<file path="src/rtl/hex_display_pkg.sv">
// hex_display_pkg: shared FSM state type, segment constants and the overflow threshold helper.
package hex_display_pkg;
  typedef enum logic [1:0] {IDLE, CONVERT, DECODE, COMMIT} state_t;
  localparam logic [6:0] SEG_BLANK = 7'b1111111;
  localparam logic [6:0] SEG_DASH  = 7'b0111111;
  function automatic logic [63:0] pow10(input int n);
    logic [63:0] r;
    r = 64'd1;
    for (int i = 0; i < n; i++) r = r * 64'd10;
    return r;
  endfunction
endpackage

</file>
<file path="src/rtl/hex_display_ctrl_seg7.sv">
// hex_display_ctrl_seg7: BCD digit to active-low seven-segment pattern, bit 0 = segment a.
module hex_display_ctrl_seg7
  import hex_display_pkg::*;
(
  input  logic [3:0] digit,
  output logic [6:0] seg
);
  always_comb begin
    case (digit)
      4'd0:    seg = 7'b1000000;
      4'd1:    seg = 7'b1111001;
      4'd2:    seg = 7'b0100100;
      4'd3:    seg = 7'b0110000;
      4'd4:    seg = 7'b0011001;
      4'd5:    seg = 7'b0010010;
      4'd6:    seg = 7'b0000010;
      4'd7:    seg = 7'b1111000;
      4'd8:    seg = 7'b0000000;
      4'd9:    seg = 7'b0010000;
      default: seg = SEG_BLANK;
    endcase
  end
endmodule

</file>
<file path="src/rtl/hex_display_ctrl.sv">
// hex_display_ctrl: serial double-dabble binary-to-BCD with one shared seg7 decoder and atomic HEX commit.
// Define HEX_LZ_BLANK_EN to blank leading zero digits (digit 0 is always shown).
module hex_display_ctrl
  import hex_display_pkg::*;
#(
  parameter int NUM_DIGITS = 6,
  parameter int VAL_W      = 20
) (
  input  logic                    clk,
  input  logic                    reset_n,
  input  logic [VAL_W-1:0]        val_in,
  input  logic                    val_valid,
  output logic                    val_ready,
  output logic [7*NUM_DIGITS-1:0] hex_out,
  output logic                    busy,
  output logic                    overflow
);
  localparam int BW = 4 * NUM_DIGITS;
  localparam int CW = $clog2(VAL_W);
  localparam int DW = NUM_DIGITS > 1 ? $clog2(NUM_DIGITS) : 1;
  localparam logic [63:0] LIMIT = pow10(NUM_DIGITS);

  state_t                  state;
  logic [VAL_W-1:0]        bin;
  logic [BW-1:0]           bcd, bcd_adj;
  logic [CW-1:0]           bit_cnt;
  logic [DW-1:0]           dig_idx;
  logic [3:0]              nib;
  logic [6:0]              seg, seg_sel;
  logic [7*NUM_DIGITS-1:0] stage;

  assign busy = !val_ready;
  assign nib  = bcd[4*dig_idx +: 4];

  always_comb begin
    bcd_adj = bcd;
    for (int d = 0; d < NUM_DIGITS; d++)
      bcd_adj[4*d +: 4] = bcd[4*d +: 4] >= 4'd5 ? bcd[4*d +: 4] + 4'd3 : bcd[4*d +: 4];
  end

  hex_display_ctrl_seg7 u_seg7 (.digit(nib), .seg(seg));

`ifdef HEX_LZ_BLANK_EN
  logic [NUM_DIGITS-1:0] lz;
  // A digit is a leading zero when it and every digit above it are zero.
  always_comb begin
    lz = '0;
    for (int d = 1; d < NUM_DIGITS; d++) lz[d] = (bcd >> (4*d)) == '0;
  end
  assign seg_sel = overflow ? SEG_DASH : lz[dig_idx] ? SEG_BLANK : seg;
`else
  assign seg_sel = overflow ? SEG_DASH : seg;
`endif

  always_ff @(posedge clk or negedge reset_n) begin
    if (!reset_n) begin
      state     <= IDLE;
      bin       <= '0;
      bcd       <= '0;
      bit_cnt   <= '0;
      dig_idx   <= '0;
      stage     <= {NUM_DIGITS{SEG_BLANK}};
      hex_out   <= {NUM_DIGITS{SEG_BLANK}};
      val_ready <= 1'b1;
      overflow  <= 1'b0;
    end else begin
      case (state)
        IDLE: if (val_valid) begin
          bin       <= val_in;
          bcd       <= '0;
          overflow  <= 64'(val_in) >= LIMIT;
          bit_cnt   <= CW'(VAL_W - 1);
          val_ready <= 1'b0;
          state     <= CONVERT;
        end
        CONVERT: begin
          {bcd, bin} <= {bcd_adj, bin} << 1;
          bit_cnt    <= bit_cnt - 1'b1;
          if (bit_cnt == '0) begin
            dig_idx <= '0;
            state   <= DECODE;
          end
        end
        DECODE: begin
          stage[7*dig_idx +: 7] <= seg_sel;
          dig_idx               <= dig_idx + 1'b1;
          if (dig_idx == DW'(NUM_DIGITS - 1)) state <= COMMIT;
        end
        COMMIT: begin
          hex_out   <= stage;
          val_ready <= 1'b1;
          state     <= IDLE;
        end
        default: state <= IDLE;
      endcase
    end
  end
endmodule

</file>
<file path="config.mk">
export PLATFORM = sky130hd
export DESIGN_NAME = hex_display_ctrl
export DESIGN_NICKNAME = d
export VERILOG_FILES = /design/src/rtl/hex_display_pkg.sv /design/src/rtl/hex_display_ctrl_seg7.sv /design/src/rtl/hex_display_ctrl.sv
export SDC_FILE = /design/constraint.sdc
export NUM_CORES = 1
export LEC_CHECK = 0
export CORE_MARGIN = 1
export CORE_UTILIZATION = 46
export DETAILED_ROUTE_END_ITERATION = 12
export PLACE_DENSITY = 0.69
export SYNTH_ARGS = -nofsm -noshare
export SYNTH_HDL_FRONTEND = slang
export SYNTH_SLANG_ARGS = --single-unit
</file>
<file path="constraint.sdc">
create_clock -name clk -period 2.1 [get_ports clk]
set_input_delay 0.525 -clock clk [delete_from_list [all_inputs] [get_ports clk]]
set_output_delay 0.525 -clock clk [all_outputs]
set_load 0.1 [all_outputs]
</file>
==> results of run 1 <==
power by group through the flow:
stage | clock network [mW] | logic, mW | registers (mW)
6_report | 2.80 | 7.33 | 4.28
5_1_grt | 2.95 | 7.77 | 4.37
4_1_cts | 2.83 | 7.04 | 4.28
3_5_place_dp | 0 | 6.63 | 4.29
3_3_place_gp | 0 | 6.49 | 4.25
2_1_floorplan | 0 | 2.94 | 5.57
metal layers:
layer | wire length [um] | global-route usage [%]
met5 | 0 | 0
met4 | 446 | 9.21
met3 | 609 | 4.64
met2 | 8360 | 36.0
met1 | 7130 | 28.2
metrics by stage:
stage / setup WS (ps) / hold WS [ps] / power, mW / cell area, sq um / std cells
3_3_place_gp: -115 / 467 / 10.7 / 8680 / 882
2_1_floorplan: -129 / 229 / 8.51 / 6970 / 603
5_1_grt: -175 / 349 / 15.1 / 9720 / 924
6_report: -93.9 / 302 / 14.4 / 9720 / 924
4_1_cts: -61.1 / 315 / 14.1 / 9480 / 919
3_5_place_dp: -217 / 474 / 10.9 / 8680 / 882
cell usage in the layout, fill, tap and decap left out, types with 4 or more instances in the layout:
cell type        instances
nand2_1                 41
a21oi_4                  4
clkinvlp_4               4
buf_4                   54
inv_1                   21
a22o_1                  10
xor2_1                   6
dfrtp_1                 54
mux2i_2                  4
nor2_1                  21
a31oi_1                  4
mux2i_1                  6
mux2_4                   5
a21oi_1                 41
o311ai_1                 4
clkdlybuf4s50_1         21
nand2b_1                 9
o22ai_1                 41
o31ai_1                 13
o31ai_2                  4
ha_1                    23
o32ai_1                  6
clkbuf_16               17
buf_6                    5
o21ai_1                  5
buf_12                  51
xnor2_1                  8
a22o_2                   4
dfstp_2                 85
o21ai_0                 22
a32o_1                   7
nand3_1                  5
mux2_2                  45
cell families after synthesis:
family	Yosys count	synth area share, %
flops	140	52.3
simple gates	115	8.28
buf+inv	52	3.22
compound gates	189	18.9
xor+xnor	15	2.01
mux	63	10.0
fa+ha+maj	29	5.25
sequential cells by signal, indices dropped and copies added, names as in the netlist:
register / cells
bcd: 24
bin: 20
bit_cnt: 5
dig_idx: 3
hex_out: 42
overflow: 1
stage: 42
state: 2
val_ready: 1
repair_timing:
| action | 4_1_cts | 5_1_grt |
|---|---|---|
| endpoints found under the hold margin | 0 | 0 |
| endpoints found under the setup margin | 42 | 42 |
| cloned | 1 | 0 |
| hold buffers | 0 | 0 |
| gates resized for setup | 40 | 40 |
| pin swaps | 14 | 15 |
| buffers inserted | 4 | 6 |
area by class of cell:
class | instances | share of cell area, %
clock buffer | 19 | 4.45
clock inverter | 13 | 1.20
inverter | 24 | 0.953
timing repair buffer | 133 | 17.9
tap | 184 | 2.37
multi-input combinational | 411 | 36.0
sequential | 140 | 37.2
worst paths after layout:
kind,from,end,cells past startpoint
min in group clk,stage[30]$_DFFE_PN1P_,stage[30]$_DFFE_PN1P_,2
setup / recovery,dig_idx[0]$_DFFE_PN0P_,stage[37]$_DFFE_PN1P_,8
hold reg to reg,stage[30]$_DFFE_PN1P_,stage[30]$_DFFE_PN1P_,2
max in group asynchronous,reset_n,stage[34]$_DFFE_PN1P_,2
setup reg to reg,dig_idx[0]$_DFFE_PN0P_,stage[37]$_DFFE_PN1P_,8
hold / removal,reset_n,hex_out[26]$_DFFE_PN1P_,1
==> run summary, run 1 <==
Routed vias: 5377
Sequential cell area: 3610 sq um
CTS tree: built
Worst skew pair latency: 430 ps
Initial Util: 47.3%
Register share of total power: 29.7%
Routed len/inst: 17.9 um
Mean Syn Cell Area: 11.5 sq um
DRC: 0
Yosys reg bits: 140
Synth top area cells: dfstp_2 32%, dfrtp_1 20%, mux2_2 8.2%
Post-synth ARST share: 100%
Drt pass-1 iters: 4
Mapped cell area: 6910 sq um
Share of layout cells above drive strength 1: 47.8%
Predominant post-synthesis flop cell: dfstp_2
Vias per std cell: 5.82
Min cycle time layout: 2190 ps
Worst-margin pin slew: 487 ps
CP delay by family, top: compound AO/OA/AOI/OAI gates
Clock slew at reported path FFs: 60 ps
Rows: 44
Endpoints failing setup: 33
Clock sink count: 140
First-pass GRT wire length: 27.4 mm
Fill count: 1018
Post-synth top area cell: dfstp_2
Highest Clock Rate: 456 MHz
Core Box Area: 14600 sq um
Synth top area share: 32.3%
Slowest cell on crit path: dfrtp_2
Final core occ: 66.6%
Leak: 3.88 nW
DIE HEIGHT: 125 um
Failing checks: negative setup slack
Commonest cells in the synthesized netlist: 85 x dfstp_2, 55 x dfrtp_1, 50 x mux2_2
Die width: 125 um
Internal power: 8.39 mW
DPL Wire Length: 11.3 mm
Yosys cell types: 60
RSZ-0062 raised after global routing: yes
Post-synth EDFFs: 0
Most frequent CP cell: buf_6
Combinational cell fraction of total power: 50.9%
Final hold violations: 0
Sw Share: 41.8%
Number of max-cap violations: 0
Full die area: 15500 sq um
Crit end category: flop
Max Slew Vio Count: 0
Initial antenna violation count: 0
R2R setup slack: -90 ps
Synthesized Nets: 655
GRT Overall Usage: 22.0%
CP Class: reg2reg
GRT Residual Overflow: 0
Worst path bufs/invs: 3
YS warnings: 0
Critical-path cell list: buf_6 -> buf_16 -> mux2_4 -> and2_4 -> o211ai_4 -> o32ai_4 -> buf_6 -> o21ai_0
Min-delay worst type: in2async
Psw: 6.02 mW
Maximum vdd drop: 0.000833 V
Layout area overhead: 40.7%
Critical path peak fanout: 5
CP max stage delay: 460 ps
Power Dens Cells: 1480 nW/um^2
Cts bufs inserted: 17
Clock skew: 9.20 ps
IO Count: 68
Layout Nets: 779
Antenna fix cells: 0
Vias in the first global route: 5340
Critical Path AT: 2530 ps
Count leader, synth: dfstp_2
Seq/Total Area, Yosys: 52.3%
WL final: 16.5 mm
Setup TNS: -1110 ps
Outcome: finished with violations
GPL Wtd Cong: 0.904
H-Tree Depth: 4
Longest Clk Path Bufs: 2
CTS root buf: clkbuf_16
Port Buffers: 67
DR iter-0 viols: 260
Final period utilization: 104%
Post-route ant nets: 0
Fin worst setup slack: -93.9 ps
Cells after Synth: 603
Startpoint Class: flop
Worst rel slew slack: 67.1%
Multi-input gate area: 3500 sq um
Clock Power Share: 19.4%
Largest net degree at the start of global routing: 63
WP data required: 2430 ps
No activity file was read; power rests on OpenSTA's default activity.
==> run 2: changes to the inputs <==
--- a/config.mk
+++ b/config.mk
@@ -5,10 +5,12 @@
 export SDC_FILE = /design/constraint.sdc
 export NUM_CORES = 1
 export LEC_CHECK = 0
+export CAP_MARGIN = 20
+export CORE_ASPECT_RATIO = 0.7
 export CORE_MARGIN = 1
 export CORE_UTILIZATION = 46
 export DETAILED_ROUTE_END_ITERATION = 12
-export PLACE_DENSITY = 0.69
+export PLACE_DENSITY = 0.67
 export SYNTH_ARGS = -nofsm -noshare
 export SYNTH_HDL_FRONTEND = slang
 export SYNTH_SLANG_ARGS = --single-unit
==> constraint.sdc (replaced) <==
create_clock -name clk -period 2.9 [get_ports clk]
set_input_delay 0.725 -clock clk [delete_from_list [all_inputs] [get_ports clk]]
set_output_delay 0.725 -clock clk [all_outputs]
set_load 0.1 [all_outputs]
==> run 2 against run 1 <==
Against the previous run:
- the flow now finishes without violations
- die area is essentially flat
- non-clock buffer count shrank 38
- sequential share of layout area grew 5.9 points
- clock skew grew 1.9 ps
- largest power group unchanged
- worst setup slack gained 330 ps
- highest routed layer unchanged
- cell area shrank 14%
==> run summary, run 2 (same netlist as run 1, synthesis figures left out) <==
Clock slew at reported path FFs: 60 ps (about the same)
Number of max-cap violations: 0 (unchanged)
Worst hold slack: 225 ps (-77.6 ps)
CTS tree: built
RSZ-0062 raised after global routing: no
Cts bufs inserted: 17 (unchanged)
Startpoint Class: flop
Largest regs: hex_out: 42 flops, stage: 42 flops, bcd: 24 flops
Post-route ant nets: 0 (unchanged)
Largest net degree at the start of global routing: 64 (+1.6%)
Final core occ: 57.2% (-9.4 points)
Register share of total power: 32.8% (+3.1 points)
Commonest non-fill, non-tap cell in the layout: dfstp_2
WP data required: 3230 ps (+800 ps)
Worst rel slew slack: 63.0% (-4.1 points)
Die width: 148 um (+19%)
Clock skew: 11.1 ps (+1.93 ps)
Min-delay worst type: in2async
Combinational cell fraction of total power: 44.3% (-6.6 points)
CTS root buf: clkbuf_16
Min cycle time layout: 2670 ps (+472 ps)
Crit end category: flop
Vias in the first global route: 5167 (-3.2%)
GRT Overall Usage: 22.8% (+0.76 points)
H-Tree Depth: 4 (unchanged)
Fill count: 1188 (+17%)
Maximum vdd drop: 0.000844 V (+1.3%)
Setup TNS: 0 ps (+1110 ps)
Initial antenna violation count: 0 (unchanged)
Clock Power Share: 22.9% (+3.5 points)
Leak: 3.44 nW (-11%)
Vias per std cell: 5.83 (+0.14%)
Final hold violations: 0 (unchanged)
Initial Util: 47.1% (-0.28 points)
CP Class: reg2reg
Cts-stage hold buffer count: 0 (unchanged)
Routed len/inst: 18.4 um (+2.8%)
DR iter-0 viols: 283 (+8.8%)
Sw Share: 44.2% (+2.4 points)
Rows: 37 (-16%)
Power Dens Cells: 1100 nW/um^2 (-26%)
GPL Wtd Cong: 0.888 (-1.8%)
DPL Wire Length: 11.4 mm (+1.1%)
Clock sink count: 140 (unchanged)
Highest Clock Rate: 375 MHz (-18%)
Final period utilization: 91.9% (-13 points)
DP Worst Slack: 163 ps (+379 ps)
Dpl cell area: 7800 sq um (-10%)
Worst-margin pin slew: 554 ps (+67.4 ps)
Outcome: finished clean
Longest Clk Path Bufs: 2 (unchanged)
Psw: 4.09 mW (-32%)
DIE HEIGHT: 105 um (-16%)
Critical Path AT: 2990 ps (+460 ps)
First-pass GRT wire length: 27.4 mm (+0.28%)
Fin worst setup slack: 234 ps (+328 ps)
Core Box Area: 14700 sq um (+0.59%)
DRC: 0 (unchanged)
Endpoints failing setup: 0 (-100%)
Drt pass-1 iters: 5 (+1)
Commonest non-fill, non-tap cells in the layout: 85 x dfstp_2, 72 x buf_4, 54 x dfrtp_1
Critical path peak fanout: 12 (+7)
Worst skew pair latency: 430 ps (about the same)
Routed vias: 5227 (-2.8%)
Layout area overhead: 21.5%
Max Slew Vio Count: 0 (unchanged)
GRT Residual Overflow: 0 (unchanged)
IO Count: 68 (unchanged)
Port Buffers: 67 (unchanged)
Antenna fix cells: 0 (unchanged)
Layout Nets: 741 (-4.9%)
Internal power: 5.17 mW (-38%)
WL final: 16.5 mm (-0.16%)
Post-Layout Inst Area: 8390 sq um (-14%)
Share of layout cells above drive strength 1: 37.9% (-9.9 points)
Full die area: 15500 sq um (about the same)
-- run 2: worst max-delay path, cell delays in order, from the launching register on --
cell     delay (ps)
dfrtp_2         540
mux2i_1         260
o22ai_1         130
nor2_1          240
inv_1           140
ha_1            210
or3_1           420
a21oi_1         450
o31ai_1         170
-- run 2: path summary, 6_finish.rpt --
kind | from | endpoint | slack, ps | cells after the start
setup reg to reg | dig_idx[0]$_DFFE_PN0P_ | stage[3]$_DFFE_PN1P_ | 230 | 8
setup / recovery | dig_idx[0]$_DFFE_PN0P_ | stage[3]$_DFFE_PN1P_ | 230 | 8
max in group asynchronous | reset_n | hex_out[3]$_DFFE_PN1P_ | 1890 | 2
min in group clk | stage[2]$_DFFE_PN1P_ | stage[2]$_DFFE_PN1P_ | 480 | 2
hold / removal | reset_n | bcd[12]$_DFFE_PN0P_ | 220 | 1
hold reg to reg | stage[2]$_DFFE_PN1P_ | stage[2]$_DFFE_PN1P_ | 480 | 2
-- run 2: per-layer routing --
metal	track usage [%]	vias up	wire (um)
met5	0	-	0
met4	6.33	0	189
met3	4.37	18	877
met2	32.8	168	7240
met1	34.6	2623	8210
li1	-	2418	-
-- run 2: cell type report --
| type | instances | area [sq um] | area share [%] |
|---|---|---|---|
| sequential | 140 | 3610 | 43.0 |
| multi-input combinational | 411 | 3080 | 36.7 |
| timing repair buffer | 95 | 782 | 9.32 |
| clock buffer | 19 | 464 | 5.53 |
| tap | 195 | 244 | 2.91 |
| clock inverter | 13 | 118 | 1.40 |
| inverter | 24 | 90.1 | 1.07 |
-- run 2: stage by stage --
stage | std cells | total power [mW]
2_1_floorplan | 603 | 6.09
3_3_place_gp | 865 | 6.99
3_5_place_dp | 865 | 7.12
4_1_cts | 897 | 9.28
5_1_grt | 897 | 9.75
6_report | 897 | 9.26
-- run 2: power by group through the flow --
stage                     Sequential [mW]  Combinational (mW)  Clock, mW
after floorplan                      4.03                2.05          0
after global placement               3.03                3.96          0
after detailed placement             3.05                4.07          0
after CTS                            3.03                4.09       2.15
after global routing                 3.10                4.40       2.25
final                                3.04                4.10       2.12
-- run 2: timing repair --
item / CTS / global route
buffers inserted: 0 / 0
endpoints found under the setup margin: 0 / 5
gates resized for setup: 0 / 2
